<file path="src/rtl/nn_stream_pkg.sv">
// nn_stream_pkg
//   Shared definitions for the neural-network layer streaming blocks:
//   default frame geometry, the serializer state encoding and a helper
//   that sizes index counters.
package nn_stream_pkg;

  localparam int NN_NUM_NEURONS = 30;
  localparam int NN_DATA_WIDTH  = 16;

  typedef enum logic [1:0] {
    ST_IDLE   = 2'd0,
    ST_STREAM = 2'd1,
    ST_GAP    = 2'd2
  } ser_state_t;

  // Bits needed to index n items (at least one bit so that vectors stay legal).
  function automatic int idx_width(input int n);
    return (n > 1) ? $clog2(n) : 1;
  endfunction

endpackage

</file>
<file path="src/rtl/layer_stream_serializer_frame_buffer.sv">
// frame_buffer
//   Two-slot frame store for the layer serializer: an "active" slot that is
//   being streamed out and a "pending" slot that holds the next frame.
//   Ports:
//     clk, rst      rising-edge clock, synchronous active-high reset
//     load_active   write din into the active slot
//     load_pending  write din into the pending slot
//     swap          copy pending into active (may coincide with load_pending,
//                   in which case pending takes the new din)
//     din           parallel frame, element k at [k*dataWidth +: dataWidth]
//     rd_pending    read port slot select (1 = pending, 0 = active)
//     rd_idx        read port element index
//     rd_data       combinational read data
module frame_buffer
  import nn_stream_pkg::*;
#(
  parameter int numNeurons = NN_NUM_NEURONS,
  parameter int dataWidth  = NN_DATA_WIDTH,
  localparam int IDXW      = idx_width(numNeurons)
) (
  input  logic                            clk,
  input  logic                            rst,
  input  logic                            load_active,
  input  logic                            load_pending,
  input  logic                            swap,
  input  logic [numNeurons*dataWidth-1:0] din,
  input  logic                            rd_pending,
  input  logic [IDXW-1:0]                 rd_idx,
  output logic [dataWidth-1:0]            rd_data
);

  logic [dataWidth-1:0] active_r  [numNeurons];
  logic [dataWidth-1:0] pending_r [numNeurons];

  // Slot storage: load or swap; elements are stored untouched.
  always_ff @(posedge clk) begin
    if (rst) begin
      for (int k = 0; k < numNeurons; k++) begin
        active_r[k]  <= {dataWidth{1'b0}};
        pending_r[k] <= {dataWidth{1'b0}};
      end
    end else begin
      for (int k = 0; k < numNeurons; k++) begin
        if (load_active) begin
          active_r[k] <= din[k*dataWidth +: dataWidth];
        end else if (swap) begin
          active_r[k] <= pending_r[k];
        end
        if (load_pending) begin
          pending_r[k] <= din[k*dataWidth +: dataWidth];
        end
      end
    end
  end

  // Indexed read from the selected slot.
  always_comb begin
    rd_data = {dataWidth{1'b0}};
    if (rd_pending) begin
      rd_data = pending_r[rd_idx];
    end else begin
      rd_data = active_r[rd_idx];
    end
  end

endmodule

</file>
<file path="src/rtl/layer_stream_serializer.sv">
// layer_stream_serializer
//   Turns a parallel layer output frame into a stream of numNeurons elements
//   (one per cycle) for the next layer, with at least gapCycles idle cycles
//   between frames. One extra frame can wait in a pending slot; a frame that
//   arrives while that slot is occupied is dropped and flags overrun.
//   Optional feature: define SER_LAST_EN to add out_last, which marks the
//   final element of each frame.
//   Ports:
//     clk        rising-edge clock
//     rst        synchronous active-high reset
//     x_in       parallel frame, element k at [k*dataWidth +: dataWidth]
//     x_valid    single-cycle frame strobe
//     out_data   serialized element (holds while out_valid is low)
//     out_valid  element strobe
//     busy       not idle, or a frame is waiting in the pending slot
//     overrun    sticky: a frame was dropped
//     out_last   (SER_LAST_EN only) last element of the frame
//   gapCycles must be at least 1 and numNeurons at least 2.
module layer_stream_serializer
  import nn_stream_pkg::*;
#(
  parameter int numNeurons = NN_NUM_NEURONS,
  parameter int dataWidth  = NN_DATA_WIDTH,
  parameter int gapCycles  = 2
) (
  input  logic                            clk,
  input  logic                            rst,
  input  logic [numNeurons*dataWidth-1:0] x_in,
  input  logic                            x_valid,
  output logic [dataWidth-1:0]            out_data,
  output logic                            out_valid,
  output logic                            busy,
  output logic                            overrun
`ifdef SER_LAST_EN
  ,
  output logic                            out_last
`endif
);

  localparam int IDXW = idx_width(numNeurons);
  localparam int GAPW = idx_width(gapCycles);
  localparam logic [IDXW-1:0] LAST_IDX = IDXW'(numNeurons - 1);
  localparam logic [GAPW-1:0] GAP_LAST = GAPW'(gapCycles - 1);

  ser_state_t           state_r, state_nxt_s;
  logic [IDXW-1:0]      idx_r, idx_nxt_s, rd_idx_s;
  logic [GAPW-1:0]      gap_cnt_r, gap_cnt_nxt_s;
  logic                 pend_full_r, pend_full_nxt_s;
  logic                 last_elem_s, gap_done_s;
  logic                 start_new_s, start_pend_s, load_pend_s, drop_s;
  logic [dataWidth-1:0] rd_data_s, out_data_nxt_s;
  logic                 out_valid_nxt_s, busy_nxt_s, overrun_nxt_s;
`ifdef SER_LAST_EN
  logic                 out_last_nxt_s;
`endif

  // idx_r is the element currently on out_data while streaming.
  assign last_elem_s = (idx_r == LAST_IDX);
  assign gap_done_s  = (gap_cnt_r == GAP_LAST);

  frame_buffer #(
    .numNeurons (numNeurons),
    .dataWidth  (dataWidth)
  ) u_frame_buffer (
    .clk          (clk),
    .rst          (rst),
    .load_active  (start_new_s),
    .load_pending (load_pend_s),
    .swap         (start_pend_s),
    .din          (x_in),
    .rd_pending   (start_pend_s),
    .rd_idx       (rd_idx_s),
    .rd_data      (rd_data_s)
  );

  // State register.
  always_ff @(posedge clk) begin
    if (rst) begin
      state_r <= ST_IDLE;
    end else begin
      state_r <= state_nxt_s;
    end
  end

  // Next-state logic. A frame left in pending while idle (it arrived in the
  // last gap cycle) is started from IDLE.
  always_comb begin
    state_nxt_s = state_r;
    case (state_r)
      ST_IDLE: begin
        if (pend_full_r || x_valid) begin
          state_nxt_s = ST_STREAM;
        end else begin
          state_nxt_s = ST_IDLE;
        end
      end
      ST_STREAM: begin
        if (last_elem_s) begin
          state_nxt_s = ST_GAP;
        end else begin
          state_nxt_s = ST_STREAM;
        end
      end
      ST_GAP: begin
        if (gap_done_s) begin
          state_nxt_s = pend_full_r ? ST_STREAM : ST_IDLE;
        end else begin
          state_nxt_s = ST_GAP;
        end
      end
      default: state_nxt_s = ST_IDLE;
    endcase
  end

  // Datapath control and next values of the registered outputs. Outputs are
  // computed one cycle ahead so the first element appears the cycle after
  // the strobe; a new frame's element 0 bypasses the buffer.
  always_comb begin
    start_new_s  = (state_r == ST_IDLE) && !pend_full_r && x_valid;
    start_pend_s = pend_full_r &&
                   ((state_r == ST_IDLE) || ((state_r == ST_GAP) && gap_done_s));
    // The pending slot accepts a frame when empty or being drained this cycle.
    load_pend_s  = x_valid && !start_new_s && (!pend_full_r || start_pend_s);
    drop_s       = x_valid && pend_full_r && !start_pend_s;

    if (load_pend_s) begin
      pend_full_nxt_s = 1'b1;
    end else if (start_pend_s) begin
      pend_full_nxt_s = 1'b0;
    end else begin
      pend_full_nxt_s = pend_full_r;
    end

    if (start_pend_s || last_elem_s) begin
      rd_idx_s = {IDXW{1'b0}};
    end else begin
      rd_idx_s = idx_r + IDXW'(1);
    end

    if (start_new_s || start_pend_s) begin
      idx_nxt_s = {IDXW{1'b0}};
    end else if ((state_r == ST_STREAM) && !last_elem_s) begin
      idx_nxt_s = idx_r + IDXW'(1);
    end else begin
      idx_nxt_s = idx_r;
    end

    if ((state_r == ST_STREAM) && last_elem_s) begin
      gap_cnt_nxt_s = {GAPW{1'b0}};
    end else if ((state_r == ST_GAP) && !gap_done_s) begin
      gap_cnt_nxt_s = gap_cnt_r + GAPW'(1);
    end else begin
      gap_cnt_nxt_s = gap_cnt_r;
    end

    if (start_new_s) begin
      out_data_nxt_s = x_in[dataWidth-1:0];
    end else if (start_pend_s || ((state_r == ST_STREAM) && !last_elem_s)) begin
      out_data_nxt_s = rd_data_s;
    end else begin
      out_data_nxt_s = out_data;
    end

    out_valid_nxt_s = (state_nxt_s == ST_STREAM);
    busy_nxt_s      = (state_nxt_s != ST_IDLE) || pend_full_nxt_s;
    overrun_nxt_s   = overrun || drop_s;
`ifdef SER_LAST_EN
    out_last_nxt_s  = (state_nxt_s == ST_STREAM) && (idx_nxt_s == LAST_IDX);
`endif
  end

  // Datapath and output registers.
  always_ff @(posedge clk) begin
    if (rst) begin
      idx_r       <= {IDXW{1'b0}};
      gap_cnt_r   <= {GAPW{1'b0}};
      pend_full_r <= 1'b0;
      out_data    <= {dataWidth{1'b0}};
      out_valid   <= 1'b0;
      busy        <= 1'b0;
      overrun     <= 1'b0;
`ifdef SER_LAST_EN
      out_last    <= 1'b0;
`endif
    end else begin
      idx_r       <= idx_nxt_s;
      gap_cnt_r   <= gap_cnt_nxt_s;
      pend_full_r <= pend_full_nxt_s;
      out_data    <= out_data_nxt_s;
      out_valid   <= out_valid_nxt_s;
      busy        <= busy_nxt_s;
      overrun     <= overrun_nxt_s;
`ifdef SER_LAST_EN
      out_last    <= out_last_nxt_s;
`endif
    end
  end

endmodule

</file>
<file path="config.mk">
export PLATFORM = sky130hd
export DESIGN_NAME = layer_stream_serializer
export DESIGN_NICKNAME = d
export VERILOG_FILES = /design/src/rtl/nn_stream_pkg.sv /design/src/rtl/layer_stream_serializer_frame_buffer.sv /design/src/rtl/layer_stream_serializer.sv
export SDC_FILE = /design/constraint.sdc
export NUM_CORES = 2
export LEC_CHECK = 0
export CAP_MARGIN = 20
export CORE_ASPECT_RATIO = 0.6
export CORE_UTILIZATION = 60
export DETAILED_ROUTE_END_ITERATION = 10
export PLACE_DENSITY = 0.89
export SKIP_CTS_REPAIR_TIMING = 1
export SLEW_MARGIN = 15
export SYNTH_ARGS = -nofsm -noshare
export SYNTH_HDL_FRONTEND = slang
export SYNTH_SLANG_ARGS = --single-unit
export TNS_END_PERCENT = 20
</file>
<file path="constraint.sdc">
create_clock -name clk -period 54.1 [get_ports clk]
set_input_delay 8.115 -clock clk [delete_from_list [all_inputs] [get_ports clk]]
set_output_delay 8.115 -clock clk [all_outputs]
set_load 0.02 [all_outputs]
</file>
=== Word-level counts from Yosys, hierarchy flattened ===
Memory sizes are Yosys's and may differ from the RTL's.
Index checks and enable logic that the tools add are counted.

* Add/subtract/negate cells: 2
* Eq/ne operators: 4
* Multiplexer cells: 113
* Bitwise operators: 90
* Reductions and logical operators: 29

{| class="wikitable"
|+ Operators by type and width
! operator !! count
|-
| $mux W16 || 93
|-
| $or A1 B1 Y1 || 90
|-
| $mux W1 || 16
|-
| $logic_and A1 B1 Y1 || 11
|-
| $logic_or A1 B1 Y1 || 8
|-
| $pmux W2 S3 || 1
|-
| $add A5 B1 Y5 const B || 1
|-
| $eq A5 B5 Y1 const B || 1
|-
| $logic_not A1 Y1 || 5
|-
| $mux W5 || 1
|-
| $eq A2 B1 Y1 const B || 2
|-
| $mux W2 || 2
|-
| $reduce_bool A2 Y1 || 2
|-
| $reduce_or A2 Y1 || 2
|-
| $eq A2 B2 Y1 const B || 1
|-
| $logic_not A2 Y1 || 1
|-
| $add A1 B1 Y1 const B || 1
|}

* Flip-flop bits (word level): 28
* RAM bits: 960
* Bits of input ports: 483
* Output and inout port bits: 19
* Word-level logic and storage cells: 248
* Memories: 2

{| class="wikitable"
|+ Memories
! memory !! depth !! bits a word !! read ports !! clocked after memory_dff !! wr ports !! RTL line !! text
|-
| u_frame_buffer.active_r || 30 || 16 || 1 || 0 || 30 || layer_stream_serializer_frame_buffer.sv:32 || <nowiki>logic [dataWidth-1:0] active_r [numNeurons];</nowiki>
|-
| u_frame_buffer.pending_r || 30 || 16 || 31 || 0 || 30 || layer_stream_serializer_frame_buffer.sv:33 || <nowiki>logic [dataWidth-1:0] pending_r [numNeurons];</nowiki>
|}

=== Logic depth before layout (Yosys ltp) ===
* Depth after elaboration: 10
* Depth in mapped cells: 11
* Gate-level depth less buffers: 8

=== By module ===
Synthesis repeated with hierarchy kept, for this count alone.

* Cells, all modules: 2920
* Area total of the unflattened synthesis: 46636.0 µm²

{| class="wikitable"
|+ Modules (own cells, without submodules)
! module !! instances !! cells each !! area an instance (µm²) !! seq. area each (µm²)
|-
| frame_buffer || 1 || 2773 || 45179.6 || 28827.6
|-
| layer_stream_serializer || 1 || 147 || 1456.4 || 560.5
|}

=== Least setup slack after synthesis ===
Ideal clock, no wire load.

* Path type: input to register
* Start: input x_valid
* End: memory u_frame_buffer.active_r[0][0] (netlist bit), enable pin
* Library setup time: 4517 ps
* Arrival time: 18976 ps
* Required time: 49583 ps
* Path slack: 30607 ps
* Stages: 4
* Buffers on the path: 2
* Path through: nand2_1 -> buf_2 -> buf_1 -> nand3_1

{| class="wikitable"
|+ RTL lines
! what !! RTL line !! text
|-
| from (decl) || layer_stream_serializer.sv:29 || <nowiki>input logic x_valid,</nowiki>
|-
| to (decl) || layer_stream_serializer_frame_buffer.sv:32 ||
|}

==> metrics.yaml <==
fillers: 4591
synth_edf_count: 960
hold_viol: 0
instances_no_fill: 4872
utilization_pct: 72.95
r2r-start: "state_r[1]$_SDFF_PP0_"
cts_num_sinks: 988
avgSynthCellArea_sq_um: 12.84
cp.required_ns: 54.36
pin_count: 502
timing.rr.end: "u_frame_buffer.pending_r[11][7]$_SDFFCE_PN0P_"
hpwl_mm: 78.44
switching_power_uw: 447.7
clk_latency_ns: 0.66
die_x_um: 352.4
dieHeight_um: 212.2
final-seq-area_sq_um: 29390
start_kind: "input pin"
fin_skew_ns: 0.02658
vias_per_cell: 6.279
crit_path_start: "x_valid"
worstSetupEndpointType: "register"
synth.area.top_cells: "edfxtp_1 (65%), mux2_2 (5.7%), nand2_1 (4.5%)"
path_common_cell: "buf_4"
final_max_slew_viol_count: 0
synthSimpleGateAreaFrac_pct: 14.20
dieArea_sq_um: 74790
async_flop_share_pct: 0
synth_top_area_share_pct: 65.22
finalCritPeriodShare_pct: 22.71
overflow: 0
p_int_mw: 1.376
grt_max_degree: 214
cts-root-buf: "clkbuf_16"
yosys.area.top_type: "edfxtp_1"
setup_tns_ns: 0
synth.area.mux_share_pct: 6.791
status: "finished, final reports clean"
syn_nets: 3927
numCtsBuffers: 87
netlist_top_cells_count: "edfxtp_1 (960), nand2_1 (529), a21oi_1 (309), and2_1 (290), mux2_2 (223)"
path_cells: "clkdlybuf4s50_1, nand3b_1, nand2_4, buf_4, buf_4, buf_4"
r2r_cells: 7
worstHoldStart: "overrun$_SDFF_PP0_"
p_comb_share_pct: 12.6
antenna_found_initial: 21
setup_viol: 0
holdPathEnd: "overrun$_SDFF_PP0_"
nets: 4297
maxCapViolCount: 0
swShare_pct: 24.55
crit_type: "in -> reg"
tightest_slew_ns: 1.170
pwr-share-seq_pct: 52.2
coreArea_sq_um: 72270
synth_ff_type: "edfxtp_1"
fmax_mhz: 81.38
ctsLongestPathBuffers: 3
drive_above_1_share_pct: 10.99
crit_family: "buffers and inverters"
drt_first_pass_iters: 8
first_iter_violations: 4512
cts_tree: "yes"
slowest_stage: "buf_4"
ir_drop_uv: 29.64
rows: 76
whs_path_depth: 2
dp.cells: 4694
max_stage_delay_ns: 0.95
hold_class: "reg -> reg"
synth.most_common_cell: "edfxtp_1"
post-place-ws_ns: 41.24
multi_input_area_sq_um: 13720
yosys_warnings: 0
ctsHtreeMaxLevel: 3
ant_nets: 0
post_synth_num_cell_types: 67
synth-seq-cells: 988
slew_headroom_pct: 21.91
area_growth_pct: 19.28
grt_pass1_vias: 29000
p_leak_nw: 19.39
drc: 0
syn-cell-area_sq_um: 44200
finalWirelength_mm: 123.9
synth_top_family_by_area: "simple AND/OR/NAND/NOR gates"
fin_ws_ns: 41.81
grt.total_usage_pct: 32.58
wl_per_cell_um: 25.43
rsz0062_at_grt: "no"
io_buffer_count: 501
cp_data_arrival_time_ns: 12.55
initial_core_util_pct: 61.16
grt_pass1_wl_mm: 182.1
regToRegSetupSlack_ns: 49.03
synthAdderAreaFrac_pct: 0.05662
powerDensity_nw_per_um2: 34.59
fin_crit_ns: 12.29
synthXorXnorAreaFrac_pct: 0.1359
power.share.clock_pct: 35.2
critPathMaxFanout: 78
clk_pin_slew_ns: 0.07
synth_compound_gate_area_share_pct: 9.679
vias: 30590
netlist_instances: 3442
path_buf_inv: 4
gp_congestion: 0.9230
yosysSeqAreaShare_pct: 66.49
-- worst reg2reg max path, stage by stage, from the launching register on --
cell	delay (ns)
dfxtp_1	0.42
and2b_1	0.27
o21ai_0	0.25
nand3b_1	0.25
nand2_4	0.65
buf_4	0.75
buf_4	1.02
buf_4	0.99
-- through the flow --
step	hold slack (ns)	instance area [sq um]	total power, mW
5_1_grt	0.4909	52710	1.872
2_1_floorplan	0.4968	44200	1.112
6_report	0.4856	52720	1.823
3_3_place_gp	0.4364	49720	1.179
3_5_place_dp	0.4599	49720	1.188
4_1_cts	0.4713	52600	1.817
-- placed cells by master, fill, tap and decap left out, types with 18 or more instances in the layout --
master           instances
clkbuf_16               92
a22o_1                  37
clkdlybuf4s50_1        500
a311oi_1                18
clkinv_1                25
o31ai_1                 31
mux2i_1                 49
nand2b_1                54
mux2_2                 223
nor2_1                  87
a221o_1                 32
nor2b_1                210
buf_4                   36
a21oi_1                309
dfxtp_1                 27
o21ai_0                 80
and2_1                 290
nand2_1                527
nor3_1                  20
edfxtp_1               960
-- layout make-up --
class,instances,area share [%]
Antenna cell,12,0.05696
Clock buffer,109,4.488
Clock inverter,53,0.9612
Inverter,6,0.04509
Multi-Input combinational cell,2184,26.03
Sequential cell,988,55.75
Tap cell,975,2.314
Timing Repair Buffer,545,10.35
-- metal layers --
metal,part of all wire [%],track usage [%],wire [um]
met5,0.11,0,135
met4,3.1,9.775,3820
met3,11,8.498,14050
met2,46,49.46,56590
met1,40,46.53,49280
-- worst max-delay path by stage --
stage | end | slack, ns | cells past startpoint
2_1_floorplan | u_frame_buffer.active_r[0][0]$_SDFFCE_PN0P_ | 30.61 | 4
3_3_place_gp | u_frame_buffer.pending_r[10][10]$_SDFFCE_PN0P_ | 41.32 | 6
3_5_place_dp | u_frame_buffer.pending_r[10][12]$_SDFFCE_PN0P_ | 41.24 | 6
4_1_cts | u_frame_buffer.pending_r[11][10]$_SDFFCE_PN0P_ | 41.91 | 6
5_1_grt | u_frame_buffer.pending_r[10][1]$_SDFFCE_PN0P_ | 41.69 | 6
6_report | u_frame_buffer.pending_r[11][7]$_SDFFCE_PN0P_ | 41.81 | 6
-- power by group through the flow --
stage | combinational [mW] | sequential, mW | clock, mW
2_1_floorplan | 0.121 | 0.991 | 0
3_3_place_gp | 0.217 | 0.962 | 0
3_5_place_dp | 0.221 | 0.966 | 0
4_1_cts | 0.224 | 0.951 | 0.643
5_1_grt | 0.242 | 0.957 | 0.673
6_report | 0.229 | 0.952 | 0.642
-- flip-flops by register name, summed over array words and instances, names as in the netlist --
signal,flops
busy,1
overrun,1
pend_full_r,1
idx_r,5
state_r,2
out_valid,1
u_frame_buffer.active_r,480
out_data,16
gap_cnt_r,1
u_frame_buffer.pending_r,480
-- cells by family (layout without fill, tap and decap cells) --
group           count (synthesis)  in the layout
compound gates                652            652
xor+xnor                        6              6
fa+ha+maj                       2              2
buf+inv                       270            713
flops                         988            988
mux                           272            272
other cells                     0             12
simple gates                 1252           1252
Power figures use the tool's default switching activity.
